$ cat config.mk
export PLATFORM = sky130hd
export DESIGN_NAME = acc_display_flat
export DESIGN_NICKNAME = d
export VERILOG_FILES = /design/src/rtl/acc_display_pkg.sv /design/src/rtl/acc_display_if.sv /design/src/rtl/acc_display_seg7_hex.sv /design/src/rtl/acc_display.sv /design/src/flat_wrapper.sv
export SDC_FILE = /design/constraint.sdc
export NUM_CORES = 1
export LEC_CHECK = 0
export BUFFER_PORTS_ARGS = -buffer_cell sky130_fd_sc_hd__buf_4
export CAP_MARGIN = 20
export CORE_ASPECT_RATIO = 1.1
export CORE_MARGIN = 1.5
export CORE_UTILIZATION = 60
export CTS_CLUSTER_SIZE = 40
export DETAILED_ROUTE_END_ITERATION = 6
export GPL_TIMING_DRIVEN = 0
export PLACE_DENSITY = 0.87
export SLEW_MARGIN = 25
export SYNTH_ARGS = -nofsm -noshare
export SYNTH_HDL_FRONTEND = slang
export SYNTH_HIERARCHICAL = 1
export SYNTH_SLANG_ARGS = --single-unit
$ cat constraint.sdc
create_clock -name CLK -period 3.25 [get_ports CLK]
set_clock_uncertainty 0.1 [all_clocks]
set_input_delay 0.1625 -clock CLK [delete_from_list [all_inputs] [get_ports CLK]]
set_output_delay 0.1625 -clock CLK [all_outputs]
set_load 0.005 [all_outputs]
$ cat src/rtl/acc_display_pkg.sv
// ============================================================================
//  Module   : acc_display_pkg
//  Brief    : Shared opcodes, control-FSM states and seven-segment code table.
//  Revision : 1.0
// ============================================================================
`default_nettype none

package acc_display_pkg;

    localparam logic [2:0] OP_SHOW_A = 3'b000;
    localparam logic [2:0] OP_SHOW_B = 3'b001;
    localparam logic [2:0] OP_ADD    = 3'b010;
    localparam logic [2:0] OP_SUB    = 3'b011;
    localparam logic [2:0] OP_ACC    = 3'b100;
    localparam logic [2:0] OP_CLR    = 3'b101;

    typedef enum logic [1:0] {
        ST_IDLE     = 2'd0,
        ST_DEBOUNCE = 2'd1,
        ST_EXEC     = 2'd2,
        ST_HOLD     = 2'd3
    } fsm_state_e;

    // Active-low {g,f,e,d,c,b,a}, indexed by nibble value 0..F
    localparam logic [6:0] SEG_TABLE [16] = '{
        7'h40, 7'h79, 7'h24, 7'h30, 7'h19, 7'h12, 7'h02, 7'h78,
        7'h00, 7'h10, 7'h08, 7'h03, 7'h46, 7'h21, 7'h06, 7'h0E
    };

endpackage

`default_nettype wire

$ cat src/rtl/acc_display_if.sv
// ============================================================================
//  Module   : acc_display_if
//  Brief    : Operand/command bus and result/display outputs of acc_display.
//  Revision : 1.0
// ============================================================================
`default_nettype none

interface acc_display_if #(
    parameter int WIDTH = 8,
    parameter int DEPTH = 4
);
    localparam int AW     = $clog2(DEPTH);
    localparam int DIGITS = (WIDTH + 4) / 4;

    logic [WIDTH-1:0]    IN;
    logic                WEN;
    logic [AW-1:0]       WADDR;
    logic [AW-1:0]       RADDR_A;
    logic [AW-1:0]       RADDR_B;
    logic [2:0]          OP;
    logic [WIDTH:0]      RESULT;
    logic                CARRY;
    logic                OVF;
    logic                VALID;
    logic [7*DIGITS-1:0] HEX;

    modport master (
        output IN, WEN, WADDR, RADDR_A, RADDR_B, OP,
        input  RESULT, CARRY, OVF, VALID, HEX
    );

    modport slave (
        input  IN, WEN, WADDR, RADDR_A, RADDR_B, OP,
        output RESULT, CARRY, OVF, VALID, HEX
    );

endinterface

`default_nettype wire

$ cat src/rtl/acc_display_seg7_hex.sv
// ============================================================================
//  Module   : seg7_hex
//  Brief    : One hex nibble to an active-low seven-segment pattern.
//  Revision : 1.0
// ============================================================================
`default_nettype none

module seg7_hex
    import acc_display_pkg::*;
(
    input  wire logic [3:0] nibble,
    output logic      [6:0] seg
);

    assign seg = SEG_TABLE[nibble];

endmodule

`default_nettype wire

$ cat src/rtl/acc_display.sv
// ============================================================================
//  Module   : acc_display
//  Brief    : Push-button driven register file / ALU / accumulator with hex display.
//  Revision : 1.0
// ============================================================================
`default_nettype none

module acc_display
    import acc_display_pkg::*;
#(
    parameter int WIDTH     = 8,
    parameter int DEPTH     = 4,
    parameter int DB_CYCLES = 4
) (
    input  wire logic     CLK,
    input  wire logic     RST_N,
    input  wire logic     KEY_N,
    acc_display_if.slave  bus
);

    localparam int DIGITS = (WIDTH + 4) / 4;
    localparam int HW     = 4 * DIGITS;
    localparam int CW     = $clog2(DB_CYCLES + 1);

    logic             r_sync1;
    logic             r_sync2;
    logic             w_pressed;
    fsm_state_e       r_state;
    logic [CW-1:0]    r_cnt;

    logic [WIDTH-1:0] r_regs [DEPTH];
    logic [WIDTH-1:0] r_acc;
    logic [WIDTH:0]   r_result;
    logic             r_carry;
    logic             r_ovf;
    logic             r_valid;

    logic [WIDTH-1:0] w_a;
    logic [WIDTH-1:0] w_b;
    logic [WIDTH:0]   w_sum;
    logic [WIDTH:0]   w_diff;
    logic [WIDTH:0]   w_accsum;
    logic [HW-1:0]    w_res_ext;

    always_ff @(posedge CLK or negedge RST_N) begin
        if (!RST_N) begin
            r_sync1 <= 1'b1;
            r_sync2 <= 1'b1;
        end else begin
            r_sync1 <= KEY_N;
            r_sync2 <= r_sync1;
        end
    end

    assign w_pressed = ~r_sync2;

    // The IDLE cycle that sees the press is itself the first counted pressed cycle
    always_ff @(posedge CLK or negedge RST_N) begin
        if (!RST_N) begin
            r_state <= ST_IDLE;
            r_cnt   <= '0;
        end else begin
            case (r_state)
                ST_IDLE: begin
                    if (w_pressed) begin
                        r_state <= ST_DEBOUNCE;
                        r_cnt   <= CW'(1);
                    end
                end
                ST_DEBOUNCE: begin
                    if (!w_pressed) begin
                        r_state <= ST_IDLE;
                        r_cnt   <= '0;
                    end else if (int'(r_cnt) + 1 >= DB_CYCLES) begin
                        r_state <= ST_EXEC;
                        r_cnt   <= '0;
                    end else begin
                        r_cnt <= r_cnt + 1'b1;
                    end
                end
                ST_EXEC: r_state <= ST_HOLD;
                ST_HOLD: begin
                    if (!w_pressed) begin
                        r_state <= ST_IDLE;
                    end
                end
                default: begin
                    r_state <= ST_IDLE;
                    r_cnt   <= '0;
                end
            endcase
        end
    end

    // Operands come from the pre-edge register contents, so a same-index write is not seen
    assign w_a      = r_regs[bus.RADDR_A];
    assign w_b      = r_regs[bus.RADDR_B];
    assign w_sum    = {1'b0, w_a} + {1'b0, w_b};
    assign w_diff   = {1'b0, w_a} - {1'b0, w_b};
    assign w_accsum = {1'b0, r_acc} + {1'b0, w_a};

    always_ff @(posedge CLK or negedge RST_N) begin
        if (!RST_N) begin
            for (int i = 0; i < DEPTH; i++) begin
                r_regs[i] <= '0;
            end
            r_acc    <= '0;
            r_result <= '0;
            r_carry  <= 1'b0;
            r_ovf    <= 1'b0;
            r_valid  <= 1'b0;
        end else begin
            r_valid <= (r_state == ST_EXEC);
            if (r_state == ST_EXEC) begin
                if (bus.WEN) begin
                    r_regs[bus.WADDR] <= bus.IN;
                end
                case (bus.OP)
                    OP_SHOW_A: begin
                        r_result <= {1'b0, w_a};
                        r_carry  <= 1'b0;
                        r_ovf    <= 1'b0;
                    end
                    OP_SHOW_B: begin
                        r_result <= {1'b0, w_b};
                        r_carry  <= 1'b0;
                        r_ovf    <= 1'b0;
                    end
                    OP_ADD: begin
                        r_result <= w_sum;
                        r_carry  <= w_sum[WIDTH];
                        r_ovf    <= (w_a[WIDTH-1] == w_b[WIDTH-1]) &&
                                    (w_sum[WIDTH-1] != w_a[WIDTH-1]);
                    end
                    OP_SUB: begin
                        r_result <= w_diff;
                        r_carry  <= w_diff[WIDTH];
                        r_ovf    <= (w_a[WIDTH-1] != w_b[WIDTH-1]) &&
                                    (w_diff[WIDTH-1] != w_a[WIDTH-1]);
                    end
                    OP_ACC: begin
                        r_acc    <= w_accsum[WIDTH-1:0];
                        r_result <= {1'b0, w_accsum[WIDTH-1:0]};
                        r_carry  <= w_accsum[WIDTH];
                        r_ovf    <= (r_acc[WIDTH-1] == w_a[WIDTH-1]) &&
                                    (w_accsum[WIDTH-1] != r_acc[WIDTH-1]);
                    end
                    OP_CLR: begin
                        r_acc    <= '0;
                        r_result <= '0;
                        r_carry  <= 1'b0;
                        r_ovf    <= 1'b0;
                    end
                    default: ;
                endcase
            end
        end
    end

    assign bus.RESULT = r_result;
    assign bus.CARRY  = r_carry;
    assign bus.OVF    = r_ovf;
    assign bus.VALID  = r_valid;

    assign w_res_ext = HW'(r_result);

    generate
        for (genvar g = 0; g < DIGITS; g++) begin : g_digit
            seg7_hex u_seg (
                .nibble (w_res_ext[4*g +: 4]),
                .seg    (bus.HEX[7*g +: 7])
            );
        end
    endgenerate

endmodule

`default_nettype wire

$ cat src/flat_wrapper.sv
// flat-port wrapper written by rule: the top's interface ports become plain ports
module acc_display_flat import acc_display_pkg::*;
#(
    parameter int WIDTH     = 8,
    parameter int DEPTH     = 4,
    parameter int DB_CYCLES = 4
)
  (CLK, RST_N, KEY_N, bus_IN, bus_WEN, bus_WADDR, bus_RADDR_A, bus_RADDR_B, bus_OP, bus_RESULT, bus_CARRY, bus_OVF, bus_VALID, bus_HEX);
  acc_display_if #(.WIDTH(WIDTH), .DEPTH(DEPTH)) bus_i ();
  input  wire logic CLK;
  input  wire logic RST_N;
  input  wire logic KEY_N;
  input wire logic [$bits(bus_i.IN)-1:0] bus_IN;
  input wire logic [$bits(bus_i.WEN)-1:0] bus_WEN;
  input wire logic [$bits(bus_i.WADDR)-1:0] bus_WADDR;
  input wire logic [$bits(bus_i.RADDR_A)-1:0] bus_RADDR_A;
  input wire logic [$bits(bus_i.RADDR_B)-1:0] bus_RADDR_B;
  input wire logic [$bits(bus_i.OP)-1:0] bus_OP;
  output wire logic [$bits(bus_i.RESULT)-1:0] bus_RESULT;
  output wire logic [$bits(bus_i.CARRY)-1:0] bus_CARRY;
  output wire logic [$bits(bus_i.OVF)-1:0] bus_OVF;
  output wire logic [$bits(bus_i.VALID)-1:0] bus_VALID;
  output wire logic [$bits(bus_i.HEX)-1:0] bus_HEX;
  assign bus_i.IN = bus_IN;
  assign bus_i.WEN = bus_WEN;
  assign bus_i.WADDR = bus_WADDR;
  assign bus_i.RADDR_A = bus_RADDR_A;
  assign bus_i.RADDR_B = bus_RADDR_B;
  assign bus_i.OP = bus_OP;
  assign bus_RESULT = bus_i.RESULT;
  assign bus_CARRY = bus_i.CARRY;
  assign bus_OVF = bus_i.OVF;
  assign bus_VALID = bus_i.VALID;
  assign bus_HEX = bus_i.HEX;
  acc_display #(.WIDTH(WIDTH), .DEPTH(DEPTH), .DB_CYCLES(DB_CYCLES)) u_core (.CLK(CLK), .RST_N(RST_N), .KEY_N(KEY_N), .bus(bus_i));
endmodule
After elaboration in Yosys (flattened, before gate mapping) --
Memories as Yosys holds them, arrays and structs flattened. Cells that the tools add are included.
Word-level totals: bits in registers 59, ROM bits 336, input bits 21, output and inout port bits 33, word-level logic and storage cells 97, memories 3
Memories:
- (name not given) | depth 16, bits a word 7, rd ports 1, clocked after memory_dff 0, write ports 0, RTL line acc_display_seg7_hex.sv:15 | assign seg = SEG_TABLE[nibble];
- (name not given) | depth 16, bits a word 7, rd ports 1, clocked after memory_dff 0, write ports 0, RTL line acc_display_seg7_hex.sv:15
- (name not given) | depth 16, bits a word 7, rd ports 1, clocked after memory_dff 0, write ports 0, RTL line acc_display_seg7_hex.sv:15
Operators by class: add/sub/neg operators 5, $lt $le $gt $ge 8, equal/unequal tests 17, multiplexer cells 28, bitwise logic cells 6, reduce and logical (&&, ||, !) cells 17
Operator list (count):
- 9-bit case mux with 6 select lines | 1
- 7-bit two-way mux | 6
- 8-bit two-way mux | 5
- 8-bit binary-select mux with 2-bit select | 2
- 32-bit bitwise mux | 1
- 32-bit by 4-bit greater-or-equal comparator with 1-bit output, second input constant | 1
- 8-bit by 8-bit adder with 9-bit output | 2
- 8-bit demux with 2-bit select | 1
- 8-bit case mux with 2 select lines | 1
- 5-bit greater-or-equal comparator, second input constant | 3
- 4-bit inverter with 5-bit output | 2
- 2-bit AND reduction | 5
- 3-bit greater-or-equal comparator, second input constant | 3
- 3-bit two-way mux | 3
- 2-bit inverter with 3-bit output | 3
- 8-bit by 8-bit subtractor with 9-bit output | 1
- 2-bit two-way mux | 4
- 1-bit case mux with 4 select lines | 2
- 2-bit case mux with 4 select lines | 1
- 3-bit by 2-bit == test with 1-bit output, second input constant | 2
- 3-bit == test, second input constant | 2
- 3-bit case mux with 2 select lines | 1
- 6-bit nonzero test | 1
- 1-bit inverter with 5-bit output | 1
- 18 further kinds | 27

Depth between registers and ports, before layout --
depth after elaboration 8, gate-level depth with buffers 12, gate-level depth less buffers 11

By module --
The synthesis kept the hierarchy.
Modules (own cells, without submodules):
- acc_display | times used 1, cells an instance 395, area an instance 4106.4 µm², seq. area each 1478.9 µm²
- seg7_hex (u_core.g_digit[0].u_seg ...) | times used 2, cells an instance 33, area an instance 269.0 µm², seq. area each 0.0 µm²
- seg7_hex (u_core.g_digit[1].u_seg) | times used 1, cells an instance 32, area an instance 275.3 µm², seq. area each 0.0 µm²

Least setup slack after synthesis --
No wires, ideal clock.
path type input port to flip-flop, start input port bus_RADDR_A[0], end register u_core.r_result[7] (netlist: u_core/bus.RESULT[7]), data arrival time 2.786 ns, path slack 0.299 ns, stages 10, buffers on the path 2, path through buf_2 mux4_2 ha_1 buf_6 and2_4 or4_1 o22a_2 xnor2_1 a2111oi_1 a211o_1
On the way: cells in the longest elaborated chain, start to end 6, elaborated cells on any way between the ends 8, classes of those cells add/sub: 3; mux: 4; bitwise: 1
Ends and longest elaborated chain:
- start, declared | RTL line flat_wrapper.sv:16 | input wire logic [$bits(bus_i.RADDR_A)-1:0] bus_RADDR_A;
- 2-bit inverter with 3-bit output (implied by the code) * | RTL line acc_display.sv:96 | assign w_a = r_regs[bus.RADDR_A];
- 8-bit binary-select mux with 2-bit select * | RTL line acc_display.sv:96
- 8-bit two-way mux (implied by the code) * (2 in a row) | RTL line acc_display.sv:96
- 8-bit by 8-bit adder with 9-bit output, or another cell as far along | RTL line acc_display.sv:100 | assign w_accsum = {1'b0, r_acc} + {1'b0, w_a};
- 9-bit case mux with 6 select lines * | RTL line acc_display.sv:118 | case (bus.OP)
- end signal, assigned | RTL line acc_display.sv:120 | r_result <= {1'b0, w_a};
- end signal, assigned | RTL line acc_display.sv:125 | r_result <= {1'b0, w_b};
- end signal, assigned | RTL line acc_display.sv:130 | r_result <= w_sum;
- end, declared | RTL line acc_display.sv:33 | logic [WIDTH:0] r_result;
Every way passes the cells marked *; elsewhere a longest branch is shown, timed or not. The select of a mux whose other input is x is not followed. A chain may end at the register's enable or synchronous reset.

Worst setup path after layout --
start register u_core/r_regs[10] (netlist bit), end register u_core.r_result[7] (netlist: u_core/bus.RESULT[7])
On the way: cells in the longest elaborated chain, start to end 5, elaborated cells on any way between the ends 10, classes of those cells add/sub: 3; mux: 7
Ends and longest elaborated chain:
- start, declared | RTL line acc_display.sv:31 | logic [WIDTH-1:0] r_regs [DEPTH];
- start signal, assigned by index | RTL line acc_display.sv:116 | r_regs[bus.WADDR] <= bus.IN;
- 8-bit binary-select mux with 2-bit select (on tied branches) | RTL line acc_display.sv:96, acc_display.sv:97
- 8-bit two-way mux (on tied branches) (2 in a row) | RTL line acc_display.sv:96, acc_display.sv:97
- 8-bit by 8-bit adder with 9-bit output, or another cell as far along | RTL line acc_display.sv:100
- 9-bit case mux with 6 select lines * | RTL line acc_display.sv:118
Marked as above.

==> flow_summary.ini <==
[sta]
rsz0062_at_grt = no
fmax_ghz = 0.318
hold_viol_final = 0
fin_ws_ns = 0.103
whs_ns = 0.171
slew_headroom_pct = 47.7
tightest_slew_ns = 0.781
final.setup.tns_ns = 0
post-route-period-util_pct = 96.8
finalCriticalPeriod_ns = 3.15
finalMaxSlewViolations = 0
setup_viol = 0

[setup_path]
worstPathCellList = mux2_2 > o21ai_0 > ha_1 > a221oi_1 > o22ai_1 > xnor2_1 > o2bb2ai_1 > a211o_1
crit_path_end_kind = flip-flop
critical_path.slowest_cell = a221oi_1
crit_fanout = 7
required_ns = 3.39
crit_buf_inv = 0
start_kind = flip-flop
critPathTopFamily = compound AO/OA/AOI/OAI gates
critPathMaxStageDelay_ns = 0.52
worstPathArrival_ns = 3.29
setup.worst_path.class = reg2reg

[status]
outcome = completed

[placement]
gp_congestion = 0.919
pre_cts_slack_ns = -0.195
io_buffers = 47
hpwl_um = 8740

[power_and_ir_drop]
peakVddDrop_v = 0.000473
total_power_mw = 4.51
powerDensity_nw_per_um2 = 786
power_leakage_nw = 2.67

[worst_hold_path]
hold_path.class = in2reg

[global_route]
antenna_found_initial = 0
grt_overflow_total = 0
grt_pass1_vias = 4132
grt_max_degree = 60
grtUsageTotal_pct = 28.7
grt_pass1_wl_um = 19400

[routing]
first_pass_iters = 5
routed_wirelength_um = 11700
vias = 4173
ant_nets = 0
via_per_inst = 6.09
avgRoutedWirePerCell_um = 17.1
drtIter0Drc = 405
drc_errors = 0

[synth]
yosys_warnings = 6
syn_inst = 493
ys_seq_area_share_pct = 30.1
syn_area_per_cell_um2 = 9.98
synth-edff-count = 0
synth_area_um2 = 4920
synth_seq_cells = 59
synth_top_area_share_pct = 29.0
ys.flop_type = dfrtp_1
synth_cell_types = 67
yosys.area.top_type = dfrtp_1
synth_area_leaders = dfrtp_1 (29%), ha_1 (12%), mux2_2 (8.2%)
async_reset_ff_share_pct = 100

[clock_network]
h-tree-depth = 3
clk_latency_ns = 0.35
path_clk_slew_ns = 0.07
cts_sinks = 59
cts_setup_buffers = 0
clock_path_buffers = 2
cts_buffers = 9
cts_tree = built
cts-root-buf = clkbuf_8

[floorplan]
core.rowCount = 34
initial_utilization_pct = 62.2
fp.dieW_um = 89.3
ios = 54
core_area_um2 = 7910
die_area_um2 = 8750
die_h_um = 98.0

[cells_and_area]
nets = 643
final_cell_mix = dfrtp_1 (57), buf_4 (49), ha_1 (47)
n_antenna_cell = 0
final_common_cell = dfrtp_1
post_route_cells_drive_above_1_share_pct = 24.1
area_growth_syn_to_layout_pct = 16.6

[run]
cap_viol_max_count = 0
[routing by layer]
layer  vias to the layer above  wire, um  share of wire [%]  global-route usage, %
met1                      2021      4700                 40                   35.0
met2                       163      6140                 52                   50.0
met3                        31       654                5.6                   5.41
met5                         -         0                  0                      0
met4                         0       246                2.1                   9.94
li1                       1958         -                  -                      -
[synth_stat cells (6+ instances only)]
library cell and number:
a21oi_1 35, xnor2_1 12, o22ai_1 6, buf_2 6
clkbuf_1 8, nor2_1 38, mux4_2 15, a31oi_1 6
mux2i_1 24, o31ai_1 6, mux2_2 36, nand2_1 28
inv_1 28, nor2b_1 11, nand2b_1 12, nor3_1 7
a22o_1 9, o21ai_0 17, dfrtp_1 57, ha_1 47
[worst paths after layout]
kind | cells after the start | end | startpoint | slack, ns
worst min-delay path | 3 | u_core/r_regs[16] | bus_WADDR[1] | 0.17
max in group asynchronous | 2 | u_core/r_regs[31] | RST_N | 2.23
worst max-delay path | 8 | u_core/bus.RESULT[7] | u_core/r_regs[10] | 0.10
min in group asynchronous | 2 | u_core/r_regs[8] | RST_N | 0.32
worst min register to register | 0 | u_core/r_sync2 | u_core/r_sync1 | 0.26
worst max register to register | 8 | u_core/bus.RESULT[7] | u_core/r_regs[10] | 0.10
[sequential cells by signal (all words and copies together), names as in the netlist, named ones only]
name / flops
u_core/bus.OVF: 1
u_core/r_state: 1
u_core/bus.CARRY: 1
u_core/r_sync1: 1
u_core/r_acc: 8
u_core/r_sync2: 1
u_core/bus.VALID: 1
u_core/bus.RESULT: 9
u_core/r_regs: 32
u_core/r_cnt: 3
[worst min-delay path: stages]
cell	delay, ns
buf_4	0.12
nor3b_4	0.08
mux2_2	0.22
[cells by family after synthesis]
| group | count (synthesis) | share of synthesized area, % |
|---|---|---|
| compound gates | 122 | 16.4 |
| simple gates | 121 | 12.5 |
| mux | 76 | 20.5 |
| flops | 59 | 30.1 |
| fa+ha+maj | 50 | 13.2 |
| buf+inv | 50 | 4.73 |
| xor+xnor | 14 | 2.49 |
| other cells | 1 | 0.0762 |
[report_power, final]
part	internal, mW	leakage, nW	total [mW]	switching, mW
Sequential	0.987	0.767	1.25	0.266
Combinational	1.34	1.81	2.63	1.30
Clock	0.317	0.0924	0.620	0.303
Total	2.64	2.67	4.51	1.87
[cell type report]
class                   count  area [um^2]
plain buffers              21          124
clock buffers              12          155
clock inverters             4         26.3
fillers                   585         2180
inverters                  29          109
multi-input cells         395         3250
flip-flops and latches     59         1480
well taps                 108          135
repair buffers             57          453
[timing repair]
item | CTS | global route
hold buffers | 10 | 0
setup endpoints to repair | 1 | 1
hold endpoints to repair | 90 | 0
gates resized for setup | 1 | 1
[metrics by stage]
| step | cell area, um^2 | utilization [%] | cells |
|---|---|---|---|
| floorplan | 4960 | - | 504 |
| global placement | 5450 | 68.9 | 659 |
| detailed placement | 5450 | 68.9 | 659 |
| CTS | 5730 | 72.4 | 685 |
| global route | 5740 | 72.5 | 685 |
| finish | 5740 | 72.5 | 685 |
Power figures use the tool's default switching activity.
